$ cat src/rtl/jk_bank_sched_if.sv
// Requester/scheduler bundle for jk_bank_sched: two JK command ports plus grant/status and bank state.
interface jk_bank_sched_if #(
  parameter int unsigned WIDTH = 8,
  parameter int unsigned CW    = 4
);
  logic             req_a;
  logic [1:0]       op_a;
  logic [WIDTH-1:0] mask_a;
  logic [CW-1:0]    cnt_a;
  logic             req_b;
  logic [1:0]       op_b;
  logic [WIDTH-1:0] mask_b;
  logic [CW-1:0]    cnt_b;
  logic             gnt_a;
  logic             gnt_b;
  logic             busy;
  logic             owner;
  logic [WIDTH-1:0] q;
  logic [WIDTH-1:0] qbar;

  modport master (
    output req_a, op_a, mask_a, cnt_a, req_b, op_b, mask_b, cnt_b,
    input  gnt_a, gnt_b, busy, owner, q, qbar
  );

  modport slave (
    input  req_a, op_a, mask_a, cnt_a, req_b, op_b, mask_b, cnt_b,
    output gnt_a, gnt_b, busy, owner, q, qbar
  );
endinterface

$ cat src/rtl/jk_bank_sched.sv
// Round-robin scheduler that applies latched JK commands from two requesters to a shared bank
// of WIDTH flip-flops for (cnt+1) consecutive edges.
module jk_bank_sched #(
  parameter int unsigned WIDTH = 8,
  parameter int unsigned CW    = 4
) (
  input  logic           clk,
  input  logic           rst_n,
  jk_bank_sched_if.slave bus
);

  typedef enum logic [0:0] {
    S_IDLE = 1'b0,
    S_RUN  = 1'b1
  } state_t;

  state_t           r_state;
  state_t           w_state_nxt;
  logic [1:0]       r_op;
  logic [WIDTH-1:0] r_mask;
  logic [CW-1:0]    r_rem;
  logic             r_owner;
  logic             r_gnt_a;
  logic             r_gnt_b;
  logic             r_busy;
  logic [WIDTH-1:0] r_q;
  logic [WIDTH-1:0] r_qbar;

  logic [1:0]       w_op_nxt;
  logic [WIDTH-1:0] w_mask_nxt;
  logic [CW-1:0]    w_rem_nxt;
  logic             w_owner_nxt;
  logic             w_gnt_a_nxt;
  logic             w_gnt_b_nxt;
  logic             w_busy_nxt;
  logic [WIDTH-1:0] w_q_nxt;
  logic [WIDTH-1:0] w_jk_val;
  logic             w_req_any;
  logic             w_win_b;

  // r_owner doubles as last_owner: on a tie the requester not served last wins
  assign w_req_any = bus.req_a | bus.req_b;
  assign w_win_b   = bus.req_b & (~bus.req_a | ~r_owner);

  // value every masked bit takes under the latched JK code
  always_comb begin
    w_jk_val = r_q;
    unique case (r_op)
      2'd0:    w_jk_val = r_q;
      2'd1:    w_jk_val = '0;
      2'd2:    w_jk_val = '1;
      default: w_jk_val = ~r_q;
    endcase
  end

  always_ff @(posedge clk or negedge rst_n) begin
    if (!rst_n) r_state <= S_IDLE;
    else        r_state <= w_state_nxt;
  end

  always_comb begin
    w_state_nxt = r_state;
    unique case (r_state)
      S_IDLE:  if (w_req_any) w_state_nxt = S_RUN;
      S_RUN:   if (r_rem == '0) w_state_nxt = S_IDLE;
      default: w_state_nxt = S_IDLE;
    endcase
  end

  always_comb begin
    w_op_nxt    = r_op;
    w_mask_nxt  = r_mask;
    w_rem_nxt   = r_rem;
    w_owner_nxt = r_owner;
    w_gnt_a_nxt = 1'b0;
    w_gnt_b_nxt = 1'b0;
    w_busy_nxt  = r_busy;
    w_q_nxt     = r_q;
    unique case (r_state)
      S_IDLE: begin
        if (w_req_any) begin
          w_owner_nxt = w_win_b;
          w_op_nxt    = w_win_b ? bus.op_b   : bus.op_a;
          w_mask_nxt  = w_win_b ? bus.mask_b : bus.mask_a;
          w_rem_nxt   = w_win_b ? bus.cnt_b  : bus.cnt_a;
          w_gnt_a_nxt = ~w_win_b;
          w_gnt_b_nxt = w_win_b;
          w_busy_nxt  = 1'b1;
        end
      end
      S_RUN: begin
        w_q_nxt = (r_q & ~r_mask) | (w_jk_val & r_mask);
        if (r_rem == '0) w_busy_nxt = 1'b0;
        else             w_rem_nxt  = r_rem - CW'(1);
      end
      default: ;
    endcase
  end

  // qbar is registered from the same next value so it tracks ~q every cycle
  always_ff @(posedge clk or negedge rst_n) begin
    if (!rst_n) begin
      r_op    <= '0;
      r_mask  <= '0;
      r_rem   <= '0;
      r_owner <= 1'b1;
      r_gnt_a <= 1'b0;
      r_gnt_b <= 1'b0;
      r_busy  <= 1'b0;
      r_q     <= '0;
      r_qbar  <= '1;
    end else begin
      r_op    <= w_op_nxt;
      r_mask  <= w_mask_nxt;
      r_rem   <= w_rem_nxt;
      r_owner <= w_owner_nxt;
      r_gnt_a <= w_gnt_a_nxt;
      r_gnt_b <= w_gnt_b_nxt;
      r_busy  <= w_busy_nxt;
      r_q     <= w_q_nxt;
      r_qbar  <= ~w_q_nxt;
    end
  end

  assign bus.gnt_a = r_gnt_a;
  assign bus.gnt_b = r_gnt_b;
  assign bus.busy  = r_busy;
  assign bus.owner = r_owner;
  assign bus.q     = r_q;
  assign bus.qbar  = r_qbar;

endmodule

$ cat src/flat_wrapper.sv
// flat-port wrapper written by rule: the top's interface ports become plain ports
module jk_bank_sched_flat 
#(
  parameter int unsigned WIDTH = 8,
  parameter int unsigned CW    = 4
)
  (clk, rst_n, bus_req_a, bus_op_a, bus_mask_a, bus_cnt_a, bus_req_b, bus_op_b, bus_mask_b, bus_cnt_b, bus_gnt_a, bus_gnt_b, bus_busy, bus_owner, bus_q, bus_qbar);
  jk_bank_sched_if #(.WIDTH(WIDTH), .CW(CW)) bus_i ();
  input  logic clk;
  input  logic rst_n;
  input wire logic [$bits(bus_i.req_a)-1:0] bus_req_a;
  input wire logic [$bits(bus_i.op_a)-1:0] bus_op_a;
  input wire logic [$bits(bus_i.mask_a)-1:0] bus_mask_a;
  input wire logic [$bits(bus_i.cnt_a)-1:0] bus_cnt_a;
  input wire logic [$bits(bus_i.req_b)-1:0] bus_req_b;
  input wire logic [$bits(bus_i.op_b)-1:0] bus_op_b;
  input wire logic [$bits(bus_i.mask_b)-1:0] bus_mask_b;
  input wire logic [$bits(bus_i.cnt_b)-1:0] bus_cnt_b;
  output wire logic [$bits(bus_i.gnt_a)-1:0] bus_gnt_a;
  output wire logic [$bits(bus_i.gnt_b)-1:0] bus_gnt_b;
  output wire logic [$bits(bus_i.busy)-1:0] bus_busy;
  output wire logic [$bits(bus_i.owner)-1:0] bus_owner;
  output wire logic [$bits(bus_i.q)-1:0] bus_q;
  output wire logic [$bits(bus_i.qbar)-1:0] bus_qbar;
  assign bus_i.req_a = bus_req_a;
  assign bus_i.op_a = bus_op_a;
  assign bus_i.mask_a = bus_mask_a;
  assign bus_i.cnt_a = bus_cnt_a;
  assign bus_i.req_b = bus_req_b;
  assign bus_i.op_b = bus_op_b;
  assign bus_i.mask_b = bus_mask_b;
  assign bus_i.cnt_b = bus_cnt_b;
  assign bus_gnt_a = bus_i.gnt_a;
  assign bus_gnt_b = bus_i.gnt_b;
  assign bus_busy = bus_i.busy;
  assign bus_owner = bus_i.owner;
  assign bus_q = bus_i.q;
  assign bus_qbar = bus_i.qbar;
  jk_bank_sched #(.WIDTH(WIDTH), .CW(CW)) u_core (.clk(clk), .rst_n(rst_n), .bus(bus_i));
endmodule
$ cat config.mk
export PLATFORM = sky130hd
export DESIGN_NAME = jk_bank_sched_flat
export DESIGN_NICKNAME = d
export VERILOG_FILES = /design/src/rtl/jk_bank_sched_if.sv /design/src/rtl/jk_bank_sched.sv /design/src/flat_wrapper.sv
export SDC_FILE = /design/constraint.sdc
export NUM_CORES = 1
export LEC_CHECK = 0
export CAP_MARGIN = 20
export CORE_UTILIZATION = 45
export DETAILED_ROUTE_END_ITERATION = 6
export PLACE_DENSITY = 0.75
export REMOVE_ABC_BUFFERS = 1
export SYNTH_ARGS = -nofsm -noshare
export SYNTH_HDL_FRONTEND = slang
export SYNTH_SLANG_ARGS = --single-unit
$ cat constraint.sdc
create_clock -name clk -period 1.85 [get_ports clk]
set_clock_uncertainty 0.1 [all_clocks]
set_input_delay 0.37 -clock clk [delete_from_list [all_inputs] [get_ports clk]]
set_output_delay 0.37 -clock clk [all_outputs]
set_load 0.02 [all_outputs]
==> flow_metrics.env <==
export IMPL_status="finished, final reports clean"
export IMPL_critPathSlowestCell="dfstp_2"
export IMPL_wl_um=3527
export IMPL_cp_num_buf_inv=1
export IMPL_synth_area_mm2=0.001567
export IMPL_setup_slack_ns=0.06622
export IMPL_grt_max_degree=36
export IMPL_drv_cap=0
export IMPL_wl_met1_um=1477
export IMPL_crit_type="reg -> out"
export IMPL_synth_top_area_share=0.4153
export IMPL_max_freq_mhz=560.6
export IMPL_layout_min_cycle_time_ns=1.784
export IMPL_crit_arrival_ns=1.31
export IMPL_synth_cells=129
export IMPL_maxSlewViolCount=0
export IMPL_drtAntennaViolNets=0
export IMPL_die_area_mm2=0.003721
export IMPL_worstMarginPinSlew_ns=0.6082
export IMPL_clock_latency_ns=0.34
export IMPL_yosysTopAreaCell="dfrtp_1"
export IMPL_drt_iter0_drc=57
export IMPL_multi_input_area_um2=619.3
export IMPL_met3_wirelength_um=214
export IMPL_grt_first_pass_wirelength_um=5595
export IMPL_syn_to_final_growth_pct=45.05
export IMPL_fin_tns_setup_ns=0
export IMPL_cp_end_kind="primary output"
export IMPL_cts_max_level=2
export IMPL_antenna_found_initial=0
export IMPL_dr_pass1_iters=4
export IMPL_preCtsSetupSlack_ns=-0.1950
export IMPL_min_path_type="in -> async"
export IMPL_r2r_end="u_core.r_mask[1]"
export IMPL_hpwl_um=2503
export IMPL_clock_root_buffer="clkbuf_4"
export IMPL_slew_limit_headroom=0.5946
export IMPL_ys_top_cells_by_area="dfrtp_1 42%, dfstp_2 15%, a221o_2 6.5%"
export IMPL_wl_per_cell_um=15.01
export IMPL_pwr_density_cell_mw_per_mm2=1760
export IMPL_clock_path_buffers=2
export IMPL_synth_edf_count=0
export IMPL_synthFlopType="dfrtp_1"
export IMPL_pin_count=52
export IMPL_cts_made_buffers=5
export IMPL_cts_tree="yes"
export IMPL_post_route_util=0.6809
export IMPL_rrSetupSlack_ns=0.21
export IMPL_vdd_drop_max_mv=0.8177
export IMPL_ys_seq_area_frac=0.5663
export IMPL_period_share=0.9642
export IMPL_numClockSinks=35
export IMPL_rr_worst_depth=3
export IMPL_ys_warn_count=0
export IMPL_drc=0
export IMPL_path_max_fanout=6
export IMPL_crit_chain="dlygate4sd2_1"
export IMPL_clk_pin_slew_ns=0.11
export IMPL_worstSetupStartpointType="flop"
export IMPL_cp_slowest_stage_delay_ns=0.62
export IMPL_synth_avg_cell_area_um2=12.14
export IMPL_dr_wl_met2_um=1798
export IMPL_grt_pass1_vias=1213
export IMPL_synth_cell_types=34
export IMPL_grt_use_total=0.2120
export IMPL_fp_dieH_um=61
export IMPL_rr_startpoint="u_core.bus.owner"
export IMPL_grt_overflow=0
export IMPL_regArea_um2=887.1
export IMPL_vias=1291
export IMPL_start_util=0.4694
export IMPL_numPortBuffers=51
export IMPL_fin_nets=221
export IMPL_die_w_um=61
export IMPL_design_core_area_mm2=0.003337
export IMPL_p_leak_nw=1.003
export IMPL_synth_async_sr_flop_share=1.000
export IMPL_drive_above_1_share=0.2487
export IMPL_crit_family="flip-flops"
export IMPL_hold_violations=0
export IMPL_routed_top_layer="met4"
export IMPL_nFillCells=278
export IMPL_rsz0062_at_grt="false"
export IMPL_synth_seq_cells=35
export IMPL_place_gp_congestion=0.8591
export IMPL_via_per_inst=5.494
export IMPL_rows=21
export IMPL_total_power_w=0.004000
export IMPL_critical_path_required_ns=1.38
export IMPL_setup_viol_count_final=0
export IMPL_diodes=0
## worst max path at each step
| stage | to | cells past startpoint | slack (ns) | start |
|---|---|---|---|---|
| 2_1_floorplan | u_core.r_mask[0] | 3 | 0.24 | u_core.bus.owner |
| 3_3_place_gp | u_core.r_mask[4] | 4 | -0.14 | bus_req_a |
| 3_5_place_dp | u_core.r_mask[7] | 4 | -0.20 | bus_req_a |
| 4_1_cts | bus_q[4] | 1 | 0.002 | flop |
| 5_1_grt | bus_owner | 1 | 0.0007 | u_core.bus.owner |
| 6_report | bus_owner | 1 | 0.07 | u_core.bus.owner |
## timing repair
item,in CTS,in global routing
hold buffers,0,0
buffers inserted,0,0
endpoints found under the setup margin,11,6
resized for setup,11,6
## routing by layer
| layer | up-vias | GRT usage |
|---|---|---|
| met2 | 52 | 0.3721 |
| met5 | - | 0 |
| met4 | 0 | 0.06818 |
| li1 | 606 | - |
| met1 | 629 | 0.2493 |
| met3 | 4 | 0.06183 |
## placed cells by master, fill, tap and decap left out, drive strengths merged
| master | instances |
|---|---|
| a211o | 1 |
| o211ai | 2 |
| o31a | 2 |
| o21ai | 3 |
| and4bb | 1 |
| nand2b | 1 |
| nor2 | 3 |
| or3 | 2 |
| bufinv | 2 |
| mux2i | 3 |
| dlygate4sd2 | 11 |
| nand2 | 3 |
| o22ai | 1 |
| and2 | 12 |
| a21boi | 1 |
| inv | 5 |
| nor2b | 1 |
| o221ai | 1 |
| o21a | 1 |
| dlymetal6s2s | 6 |
| buf | 8 |
| o21bai | 1 |
| nor3 | 3 |
| a221o | 9 |
| dfrtp | 26 |
| clkinvlp | 1 |
| nand4b | 1 |
| dfstp | 9 |
| clkdlybuf4s50 | 34 |
| mux2 | 1 |
| clkbuf | 5 |
| a31o | 8 |
| a21oi | 11 |
| ha | 1 |
| a31oi | 9 |
## worst reg2reg max path: cells and delay by family (launching register included)
family          cells  cell delay, ns
compound gates      2            0.52
flops               1            0.62
simple gates        1            0.29
## synth_stat cells, types with 2 or more instances
| cell type | count |
|---|---|
| buf_2 | 2 |
| inv_1 | 5 |
| dfstp_2 | 9 |
| a31oi_1 | 9 |
| mux2i_1 | 3 |
| and2_1 | 12 |
| dfrtp_1 | 26 |
| nand2_1 | 3 |
| o211ai_1 | 2 |
| a221o_2 | 9 |
| o31a_1 | 2 |
| a31o_2 | 8 |
| or3_1 | 2 |
| o21ai_0 | 3 |
| nor3_1 | 3 |
| a21oi_1 | 11 |
| nor2_1 | 2 |
| clkbuf_1 | 2 |
## power by group
group          internal [W]  switching [W]
Clock              0.000420       0.000265
Sequential          0.00121       0.000306
Combinational      0.000909       0.000889
## layout make-up
cell class / instances / share of cell area
well taps: 46 / 0.02533
clock inverters: 3 / 0.02974
flip-flops and latches: 35 / 0.3904
multi-input cells: 82 / 0.2726
repair buffers: 59 / 0.2572
clock buffers: 5 / 0.01652
inverters: 5 / 0.008260
## cells by family after synthesis
kind of cell | share of synthesized area
multiplexers | 0.02636
flip-flops | 0.5663
buffers and inverters | 0.03834
AND/OR/NAND/NOR | 0.1062
AO/OA/AOI/OAI | 0.2548
adder cells (fa/ha/maj) | 0.007986
## per-stage QoR
step,cell area (µm²),hold slack [ns],std cells
2_1_floorplan,1525,-0.02559,122
3_3_place_gp,2166,0.3549,227
3_5_place_dp,2166,0.3670,227
4_1_cts,2257,0.3361,235
5_1_grt,2272,0.3625,235
6_report,2272,0.3339,235
No activity file was read; power rests on OpenSTA's default activity.
